==> src/rtl/rc_filter_sched_pkg.sv <==
// rc_filter_sched_pkg: shared types, widths and saturation helper for the RC filter scheduler.
package rc_filter_sched_pkg;
  typedef enum logic [1:0] {IDLE, MUL, ACC, DONE} sched_state_t;
  localparam int SAMPLE_W = 16;
  localparam int ALPHA_W = 16;
  localparam int FRAC_SHIFT = 16;
  localparam int ACC_W = 34;
  function automatic logic signed [SAMPLE_W-1:0] sat16(input logic signed [ACC_W-1:0] v);
    return (v > 34'sd32767) ? 16'sh7fff : (v < -34'sd32768) ? 16'sh8000 : v[SAMPLE_W-1:0];
  endfunction
endpackage

==> src/rtl/rc_filter_channel_scheduler_mac.sv <==
// rc_filter_mac: shared RC low-pass datapath, registered products then combinational sum and clamp.
module rc_filter_mac
  import rc_filter_sched_pkg::*;
#(
  parameter logic [16:0] LEAK = 17'd65536
) (
  input  logic                       clk,
  input  logic                       reset,
  input  logic                       en,
  input  logic signed [SAMPLE_W-1:0] x,
  input  logic signed [SAMPLE_W-1:0] st,
  input  logic        [ALPHA_W-1:0]  alpha,
  output logic signed [SAMPLE_W-1:0] y
);
  logic signed [16:0] diff;
  logic signed [ACC_W-1:0] prod, lprod, sum;
  assign diff = {x[15], x} - {st[15], st};
  always_ff @(posedge clk or posedge reset) begin
    if (reset) begin
      prod <= '0;
      lprod <= '0;
    end else if (en) begin
      prod <= $signed({18'd0, alpha}) * $signed({{17{diff[16]}}, diff});
      lprod <= $signed({17'd0, LEAK}) * $signed({{18{st[15]}}, st});
    end
  end
  // arithmetic shifts floor toward -inf
  assign sum = (lprod >>> FRAC_SHIFT) + (prod >>> FRAC_SHIFT);
  assign y = sat16(sum);
endmodule

==> src/rtl/rc_filter_channel_scheduler.sv <==
// rc_filter_channel_scheduler: time-multiplexes one RC low-pass datapath across NUM_CHANNELS channels.
module rc_filter_channel_scheduler
  import rc_filter_sched_pkg::*;
#(
  parameter int          NUM_CHANNELS    = 4,
  parameter logic [15:0] ALPHA_DEFAULT   = 16'd8192,
  parameter logic [16:0] LEAK_16_SHIFTED = 17'd65536
) (
  input  logic                         clk,
  input  logic                         reset,
  input  logic                         audio_clk_en,
  input  logic [16*NUM_CHANNELS-1:0]   in_flat,
  output logic [16*NUM_CHANNELS-1:0]   out_flat,
  output logic                         done,
  output logic                         busy,
  output logic                         overrun,
  input  logic                         overrun_clr,
  input  logic                         cfg_we,
  input  logic [3:0]                   cfg_addr,
  input  logic [15:0]                  cfg_alpha
);
  localparam int CH_W = $clog2(NUM_CHANNELS);
  localparam logic [CH_W-1:0] LAST = CH_W'(NUM_CHANNELS - 1);
  sched_state_t state, state_n;
  logic [CH_W-1:0] ch;
  logic signed [SAMPLE_W-1:0] in_lat [NUM_CHANNELS];
  logic signed [SAMPLE_W-1:0] st [NUM_CHANNELS];
  logic [ALPHA_W-1:0] alpha [NUM_CHANNELS];
  logic signed [SAMPLE_W-1:0] mac_y;
  always_ff @(posedge clk or posedge reset) begin
    if (reset) state <= IDLE;
    else state <= state_n;
  end
  always_comb begin
    state_n = (state == IDLE) ? (audio_clk_en ? MUL : IDLE) :
              (state == MUL)  ? ACC :
              (state == ACC)  ? ((ch == LAST) ? DONE : MUL) : IDLE;
  end
  always_comb begin
    busy = (state != IDLE);
  end
  always_ff @(posedge clk or posedge reset) begin
    if (reset) begin
      ch <= '0;
      done <= 1'b0;
      overrun <= 1'b0;
      out_flat <= '0;
      for (int k = 0; k < NUM_CHANNELS; k++) begin
        in_lat[k] <= '0;
        st[k] <= '0;
      end
    end else begin
      done <= (state == DONE);
      // a fresh strobe while busy beats a same-cycle clear
      overrun <= (audio_clk_en && busy) || (overrun && !overrun_clr);
      if (state == IDLE && audio_clk_en) begin
        ch <= '0;
        for (int k = 0; k < NUM_CHANNELS; k++) in_lat[k] <= in_flat[16*k +: 16];
      end
      if (state == ACC) begin
        st[ch] <= mac_y;
        if (ch != LAST) ch <= ch + CH_W'(1);
      end
      if (state == DONE)
        for (int k = 0; k < NUM_CHANNELS; k++) out_flat[16*k +: 16] <= st[k];
    end
  end
  always_ff @(posedge clk or posedge reset) begin
    if (reset) begin
      for (int k = 0; k < NUM_CHANNELS; k++) alpha[k] <= ALPHA_DEFAULT;
    end else if (cfg_we && 32'(cfg_addr) < NUM_CHANNELS) begin
      alpha[cfg_addr[CH_W-1:0]] <= cfg_alpha;
    end
  end
  rc_filter_mac #(.LEAK(LEAK_16_SHIFTED)) u_mac (
    .clk   (clk),
    .reset (reset),
    .en    (state == MUL),
    .x     (in_lat[ch]),
    .st    (st[ch]),
    .alpha (alpha[ch]),
    .y     (mac_y)
  );
endmodule

==> config.mk <==
export PLATFORM = sky130hd
export DESIGN_NAME = rc_filter_channel_scheduler
export DESIGN_NICKNAME = d
export VERILOG_FILES = /design/src/rtl/rc_filter_sched_pkg.sv /design/src/rtl/rc_filter_channel_scheduler_mac.sv /design/src/rtl/rc_filter_channel_scheduler.sv
export SDC_FILE = /design/constraint.sdc
export NUM_CORES = 1
export LEC_CHECK = 0
export BUFFER_PORTS_ARGS = -buffer_cell sky130_fd_sc_hd__buf_4
export CAP_MARGIN = 20
export CORE_ASPECT_RATIO = 1.1
export CORE_MARGIN = 1
export CORE_UTILIZATION = 30
export CTS_CLUSTER_SIZE = 12
export DETAILED_ROUTE_END_ITERATION = 8
export PLACE_DENSITY = 0.51
export SYNTH_ARGS = -nofsm -noshare
export SYNTH_HDL_FRONTEND = slang
export SYNTH_SLANG_ARGS = --single-unit
==> constraint.sdc <==
create_clock -name clk -period 14.8 [get_ports clk]
set_clock_uncertainty 0.2 [all_clocks]
set_input_delay 4.44 -clock clk [delete_from_list [all_inputs] [get_ports clk]]
set_output_delay 4.44 -clock clk [all_outputs]
set_load 0.02 [all_outputs]
Yosys cells after proc, flatten, opt, wreduce, memory -nomap -nowiden
Cells that the tools add are included.

Bits in registers: 312. Latch bits: 0. Bits in writable memories: 0. Bits in read-only memories: 0. Input port bits: 89. Memories: 0.

Add/sub/neg operators: 3. $mul: 1. Div/mod/pow operators: 0. Order comparisons: 7. Equality and inequality tests: 5. Shift operators: 0. Mux-type cells: 25. Bitwise gates (word level): 2. Reduce and logical (&&, ||, !) cells: 10.

Operators by type and width (number): 2-to-1 mux 16 bit (10); bitwise mux 64 bit (2); binary-select mux 16 bit (select 2 bit) (3); demux 16 bit (select 2 bit) (2); > comparator 34 x 16 -> 1 bit, second input constant (1); less-than comparator 34 x 16 -> 1 bit, second input constant (1); multiplier 17 x 17 -> 34 bit (1); adder 16 x 18 -> 19 bit (1); subtractor 16 x 16 -> 17 bit (1); 2-to-1 mux 2 bit (7); == test 2 bit, second input constant (3); >= comparator 3 bit, second input constant (2); logical AND 1 bit (6); less-than comparator 3 x 1 -> 1 bit, second input constant (2); inverter 2 -> 3 bit (2); less-than comparator 4 x 3 -> 1 bit, second input constant (1); adder 2 x 1 -> 2 bit, second input constant (1); == test 2 x 1 -> 1 bit, second input constant (1); zero test 2 bit (1); inequality test 2 bit, second input constant (1); nonzero test 2 bit (1); zero test 1 bit (1); logical OR 1 bit (1); 2-to-1 mux 1 bit (1).

Depth between registers and ports, before layout
Gate-level depths: netlist of the first run.

Depth in word-level cells: 6. Depth in mapped cells: 38.

Cells and area by module
A second synthesis of the first run with hierarchy kept.

Cell total of the unflattened synthesis: 2085. Area total of the unflattened synthesis: 24071.8 µm².

Modules (own cells, without submodules): rc_filter_mac (instances 1, cells each 1448, area each 12557.0 µm², sequential area each 850.8 µm²); rc_filter_channel_scheduler (instances 1, cells each 637, area each 11514.8 µm², sequential area each 6561.3 µm²).

Worst setup path after synthesis of the first run
OpenSTA, ideal clock, no wires.

Path kind: register to register. Start point: reg ch[1]. End point: reg u_mac.prod[33]. Arrival time: 9192 ps. Slack: 5276 ps. Stages on the path, launching flop included: 34. Buffers on the path: 6. Path through: dfrtp_1 -> buf_2 -> buf_2 -> buf_1 -> buf_2 -> buf_1 -> mux4_2 -> ha_1 -> o21a_1 -> o21ai_0 -> a211oi_1 -> a2111oi_0 -> nor3_1 -> a21o_2 -> buf_4 -> o311ai_0 -> fa_1 -> fa_1 -> fa_1 -> fa_1 -> fa_1 -> inv_1 -> fa_1 -> inv_1 -> ha_1 -> a21o_1 -> a21oi_1 -> o21ai_0 -> o2111ai_1 -> o211ai_2 -> o41ai_2 -> o21ba_2 -> xnor2_1 -> o21ai_1.

Longest elaborated chain between the ends: 6.

RTL lines: start: declaration (RTL line rc_filter_channel_scheduler.sv:25) `logic [CH_W-1:0] ch;`; start signal: assignment (RTL line rc_filter_channel_scheduler.sv:62) `if (ch != LAST) ch <= ch + CH_W'(1);`; inverter 2 -> 3 bit (not written as such) (*) (RTL line rc_filter_channel_scheduler.sv:79, rc_filter_channel_scheduler.sv:80, rc_filter_channel_scheduler.sv:81); binary-select mux 16 bit (select 2 bit), on equally long branches (RTL line rc_filter_channel_scheduler.sv:79, rc_filter_channel_scheduler.sv:80); 2-to-1 mux 16 bit, on equally long branches (2 in a row) (RTL line rc_filter_channel_scheduler.sv:79, rc_filter_channel_scheduler.sv:80); subtractor 16 x 16 -> 17 bit (RTL line rc_filter_channel_scheduler_mac.sv:17) `assign diff = {x[15], x} - {st[15], st};`; multiplier 17 x 17 -> 34 bit (*) (RTL line rc_filter_channel_scheduler_mac.sv:23) `prod <= $signed({18'd0, alpha}) * $signed({{17{diff[16]}}, diff});`; end signal: assignment (RTL line rc_filter_channel_scheduler_mac.sv:23); end: declaration (RTL line rc_filter_channel_scheduler_mac.sv:16) `logic signed [ACC_W-1:0] prod, lprod, sum;`.

Mark *: on every way between the ends. The rest lies on a longest branch, timed or not. The select of a mux whose other input is x is not followed. A chain may end at the register's enable or synchronous reset.

Worst setup path in the final report of the first run
Start point: reg ch[0]. End point: reg u_mac.prod[27].

Same word-level chain as after synthesis.

==> results of run 1 <==
[flip-flops by register name, indices dropped and copies added (netlist names)]
signal       count
ch               2
u_mac.prod      18
u_mac.lprod     16
out_flat        64
st              64
in_lat          64
state            2
done             1
overrun          1
alpha           64
[layer usage]
layer	vias up	GRT usage, %
li1	7472	-
met1	8127	19.6
met2	299	27.4
met3	91	2.32
met4	0	5.71
met5	-	0
[placed cells by master, fill, tap and decap left out, types with 6 or more instances in the layout]
cell type	n
nor2b_1	11
a21o_1	18
clkbuf_1	8
nand3_1	20
mux4_2	36
o21ai_0	72
o21ai_1	59
a21oi_4	13
o311ai_0	9
and2_1	30
nor3b_1	6
xor2_1	13
o31a_1	7
fa_1	210
xnor2_1	28
o31ai_1	13
o21a_1	17
nor3_1	14
a311oi_1	6
a21oi_1	33
nor2_1	107
inv_1	303
nand2_1	282
mux2_2	207
mux2i_1	13
dfrtp_1	290
nand2b_1	12
clkbuf_16	35
ha_1	160
buf_4	177
[worst reg2reg max path: cells and delay by family, from the launching register on]
kind                       cells  cell delay, ps
AOI/OAI and AO/OA             10            3480
xor gates and xnor gates       1              90
adders and majority gates      8            3500
buffers and inverters          6             960
DFF                            1             630
muxes                          2             920
and+or+nand+nor                5             880
[worst paths after layout]
check | slack [ps] | from | endpoint
max in group asynchronous | 9040 | reset | u_mac.prod[22]
worst min register to register | 290 | u_mac.lprod[18] | u_mac.lprod[18]
worst max register to register | 4000 | ch[0] | u_mac.prod[27]
worst min-delay path | 290 | u_mac.lprod[18] | u_mac.lprod[18]
worst max-delay path | 4000 | ch[0] | u_mac.prod[27]
min in group asynchronous | 3870 | reset | in_lat[29]
[cells by family after synthesis]
logic type | synth area share, %
mux | 14.1
simple gates | 9.68
buf+inv | 6.66
fa+ha+maj | 26.7
flops | 31.9
xor+xnor | 1.77
compound gates | 9.11
[layout make-up]
class	count	area share [%]
inverter	305	4.30
clock buffer	47	3.59
multi-input combinational	1486	53.5
sequential	296	27.7
tap	1026	4.79
clock inverter	13	0.612
timing repair buffer	183	5.52
[metrics by stage]
step	std cells	util, %	cell area (sq um)	hold slack (ps)	setup slack (ps)
finish	3356	35.1	26800	289	4000
global route	3356	35.1	26800	311	3290
CTS	3352	35.0	26700	295	3940
detailed placement	3292	33.5	25500	281	4000
global placement	3290	33.5	25500	268	4100
floorplan	2182	-	23200	253	1990
==> summary.txt, run 1 <==
Drt
  – DRC Markers: 0
  – Metal2 WL: just over 30000 um
  – Post-DRT Antenna Nets: 0
  – Metal-1 WL: 25200 um
  – Total Wirelength: between 50000 and 60000 um
  – DRT iter0 DRCs: ~680
  – Met3 WL post-DR: 2290 um
  – DR vias/cell: between 4 and 5
  – Vias: 15989
  – WL/cell: between 15 and 20 um
  – First-pass DRT Iterations: 5
  – Top Layer Used: met4

Min path
  – Worst hold path depth: 2
  – Hold Crit Class: flop to flop

Timing
  – Fmax: a little over 0.09 GHz
  – Tcrit/Tclk final: around 73%
  – Final hold vios: 0
  – RSZ-0062 raised after global routing: no
  – Slew @ Worst Pin: roughly 1200 ps
  – Final Max Slew Viols: 0
  – Setup_tns: 0 ps
  – Worst slew margin: ~18%
  – Tmin final: 10800 ps
  – Final setup violation count: 0

Clocking
  – CTS clk-pin slew, worst paths: about 60 ps
  – Cts bufs inserted: 35
  – Clk_lat worst skew: 570 ps
  – Depth of the CTS H-tree: 2
  – Clk sinks: 296
  – Post-CTS sizing: 0
  – Post-CTS repair timing setup buffer count: 0
  – Clk buf depth: 3
  – # hold bufs at CTS: 0
  – CTS tree: built
  – Clock root buffer master: clkbuf_16

Run
  – MaxCap Viol Count: 0

Yosys
  – Yosys reg bits: 296
  – Synth top area cells: dfrtp_1 31%, fa_1 18%, mux2_2 10%
  – Post-synth EDFFs: 0
  – Mapped Area: 0.0232 sq mm
  – Mapped Cells: 2182
  – Synth Area per Inst: ~11 sq um
  – Most frequent cells after synthesis: 304 x inv_1, 292 x dfrtp_1, 284 x nand2_1
  – Mapped Nets: about 2600
  – FFs w/ async S/R, synth: between 90% and 100%
  – Sequential share of the synthesized area: 31.9%
  – Cell variety after synth: 78
  – Most common cell in the netlist: inv_1
  – Ys Warns: 0
  – Yosys top cell by area: dfrtp_1
  – Primary FF master, synth: dfrtp_1
  – Synth top area share: a little under a third

Setup path
  – Worst path bufs/invs: 6
  – CP Max Fanout: 62
  – Critical path depth: 32
  – WS Path Type: flop to flop
  – R2R cell count: 32
  – Slowest stage cell, crit path: a221oi_1
  – Worst Path Arrival: around 11000 ps
  – Critical Path Sink Type: flop
  – CP Launch Type: flop
  – Slowest Stage Delay on Critical Path: ~730 ps
  – Worst EP required: 15020 ps
  – Crit-path leading delay family: adder cells

Layout
  – Sequential standard cell area: about 0.0074 sq mm
  – Synth-to-Final Area Change: 15.4%
  – Layout cells sized above 1: around 23%
  – Layout Nets: between 2000 and 3000
  – FILL cells: around 7700
  – Area taken by multi-input logic gates: about 0.014 sq mm
  – # diodes: 0

Status
  – Run status: completed

Die
  – DIE AREA: 0.0785 sq mm
  – IO Pins: about 160
  – Die width: roughly 270 um
  – Row cnt: 106
  – Initial core utilization: a little under a third
  – Die Y: about 290 um
  – Core footprint: roughly 0.076 sq mm

Placed design
  – RD Place Congestion: between 0.8 and 0.9
  – Post-DP HPWL: between 40000 and 50000 um
  – I/O Buffers: roughly 160

Global route
  – Initial antenna violation count: 0
  – Total grt overflow: 0
  – Total GRT Usage: between 10% and 20%
  – Vias in the first global route: 17328
  – First-pass GRT wire length: slightly below 100000 um
  – Largest net degree at the start of global routing: about 170
Power of run 1 is left out: the tool's default activity adds up to more than one toggle a clock period on the data nets, which glitch-free logic cannot reach.
==> run 2: changes to the inputs <==
- PLACE_DENSITY: 0.51 -> 0.53
- clock period: 14.8 -> 9.4 ns (I/O delays scaled with it)
==> run 2 against run 1 <==
Via count rose by 1.4%. Cell count grew 1.0%. Count of clock-buffer cells in the layout down 3. First-iteration DRC count increased by 20%. Sequential cell count stayed put. Global-route usage about the same. Critical endpoint unchanged. Largest cell class unchanged.
==> summary.txt, run 2 (synthesis gave the netlist of run 1 again) <==
Drt
  – WL/cell: 17.9 um
  – Total Wirelength: roughly 61000 um
  – Post-DRT Antenna Nets: 0
  – Vias: approximately 16000
  – First-pass DRT Iterations: 7
  – DR vias/cell: between 4 and 5
  – DRT iter0 DRCs: 819
  – DRC Markers: 0

Setup path
  – CP Max Fanout: 8
  – Worst setup endpoint: u_mac.prod[27]
  – Critical Path Sink Type: flop
  – R2R cell count: 31
  – Critical path depth: 31
  – Worst EP required: around 9700 ps
  – Setup slack, reg-to-reg: ~400 ps
  – Slowest Stage Delay on Critical Path: 560 ps
  – Reg2reg start: ch[0]
  – Most frequent CP cell: fa_1
  – Crit-path leading delay family: adder cells
  – WS Path Type: flop to flop
  – Slowest stage cell, crit path: fa_1
  – Worst Path Arrival: roughly 9000 ps
  – CP Launch Type: flop
  – Worst reg2reg path endpoint: u_mac.prod[27]
  – Worst path bufs/invs: 7
  – Worst setup path startpoint: ch[0]

Timing
  – Slew @ Worst Pin: 1030 ps
  – Setup ws final: about 400 ps
  – Tcrit/Tclk final: a little over nine tenths
  – RSZ-0062 raised after global routing: no
  – Final setup violation count: 0
  – Fmax: about 0.11 GHz
  – Hold slack: slightly below 300 ps
  – Final Max Slew Viols: 0
  – Worst slew margin: 31.6%
  – Final hold vios: 0
  – Tmin final: 9000 ps

Clocking
  – Clk sinks: ~300
  – CTS clk-pin slew, worst paths: roughly 60 ps
  – # hold bufs at CTS: 0
  – Clk_lat worst skew: 580 ps
  – Clock root buffer master: clkbuf_16
  – Depth of the CTS H-tree: 1
  – CTS tree: built
  – Clk buf depth: 3
  – Cts bufs inserted: 31

Global route
  – Vias in the first global route: approximately 17000
  – Initial antenna violation count: 0
  – Total GRT Usage: 15.7%
  – Total grt overflow: 0
  – Largest net degree at the start of global routing: approximately 180
  – First-pass GRT wire length: roughly 97000 um

Die
  – Die width: roughly 270 um
  – Core footprint: approximately 0.076 sq mm
  – Die Y: between 200 and 300 um
  – Initial core utilization: around 30%
  – IO Pins: ~160
  – DIE AREA: 0.0785 sq mm
  – Row cnt: between 100 and 150

Placed design
  – Pre-CTS WS: -62.6 ps
  – Placed inst area: 0.0258 sq mm
  – I/O Buffers: about 160
  – RD Place Congestion: around 0.87
  – Post-DP HPWL: approximately 48000 um

Layout
  – Design area: roughly 0.027 sq mm
  – # diodes: 0
  – Commonest non-fill, non-tap cell in the layout: inv_1
  – Layout cells sized above 1: approximately 25%
  – Layout Nets: between 2000 and 3000
  – Most frequent cells in the layout: 302 x inv_1, 290 x dfrtp_1, 282 x nand2_1, 214 x buf_4, 210 x fa_1
  – Synth-to-Final Area Change: 16.5%

Min path
  – Hold Crit Class: flop to flop

Status
  – Run status: completed

Run
  – MaxCap Viol Count: 0
==> run 2: metal layers <==
layer / global-route usage (%) / part of all wire (%) / vias to the layer above
li1: - / - / 7550
met1: 19.8 / 42 / 8267
met2: 27.7 / 52 / 325
met3: 1.81 / 3.8 / 75
met4: 5.12 / 2.9 / 0
met5: 0 / 0 / -
==> run 2: worst reg2reg max path, delay by kind of cell (launching register included) <==
kind                     cells  cell delay, ps
AO/OA/AOI/OAI               10            2290
XOR/XNOR                     2             460
adder cells (fa/ha/maj)      8            3560
buffers and inverters        7             940
flip-flops                   1             510
multiplexers                 2             730
AND/OR/NAND/NOR              2             170
==> run 2: worst min path at each step <==
stage,start,end,depth (start not counted)
after floorplan,u_mac.prod[29],u_mac.prod[29],2
after global placement,u_mac.lprod[29],u_mac.lprod[29],2
after detailed placement,u_mac.lprod[24],u_mac.lprod[24],2
after CTS,u_mac.lprod[27],u_mac.lprod[27],2
after global routing,out_flat[7],out_flat[7],1
final,u_mac.lprod[28],u_mac.lprod[28],2
==> run 2: area by class of cell <==
| type | instances | area (sq um) |
|---|---|---|
| Multi-Input combinational cell | 1486 | 14400 |
| Sequential cell | 296 | 7420 |
| Clock inverter | 7 | 66.3 |
| Timing Repair Buffer | 227 | 1870 |
| Tap cell | 1026 | 1280 |
| Clock buffer | 44 | 885 |
| Inverter | 305 | 1150 |
| Fill cell | 7654 | 49200 |
==> run 2: what timing repair did <==
item,in CTS,in global routing
pin swaps,1,4
setup buffers,1,9
endpoints found under the hold margin,0,0
resized for setup,3,17
endpoints found under the setup margin,8,16
==> run 2: metrics by stage <==
stage | cells | utilization (%) | setup TNS [ps]
6_report | 3391 | 35.5 | 0
5_1_grt | 3391 | 35.5 | 0
3_3_place_gp | 3324 | 33.8 | -65.8
2_1_floorplan | 2182 | - | 0
3_5_place_dp | 3324 | 33.8 | -131
4_1_cts | 3376 | 35.1 | 0
Power of run 2 is left out for the same reason.
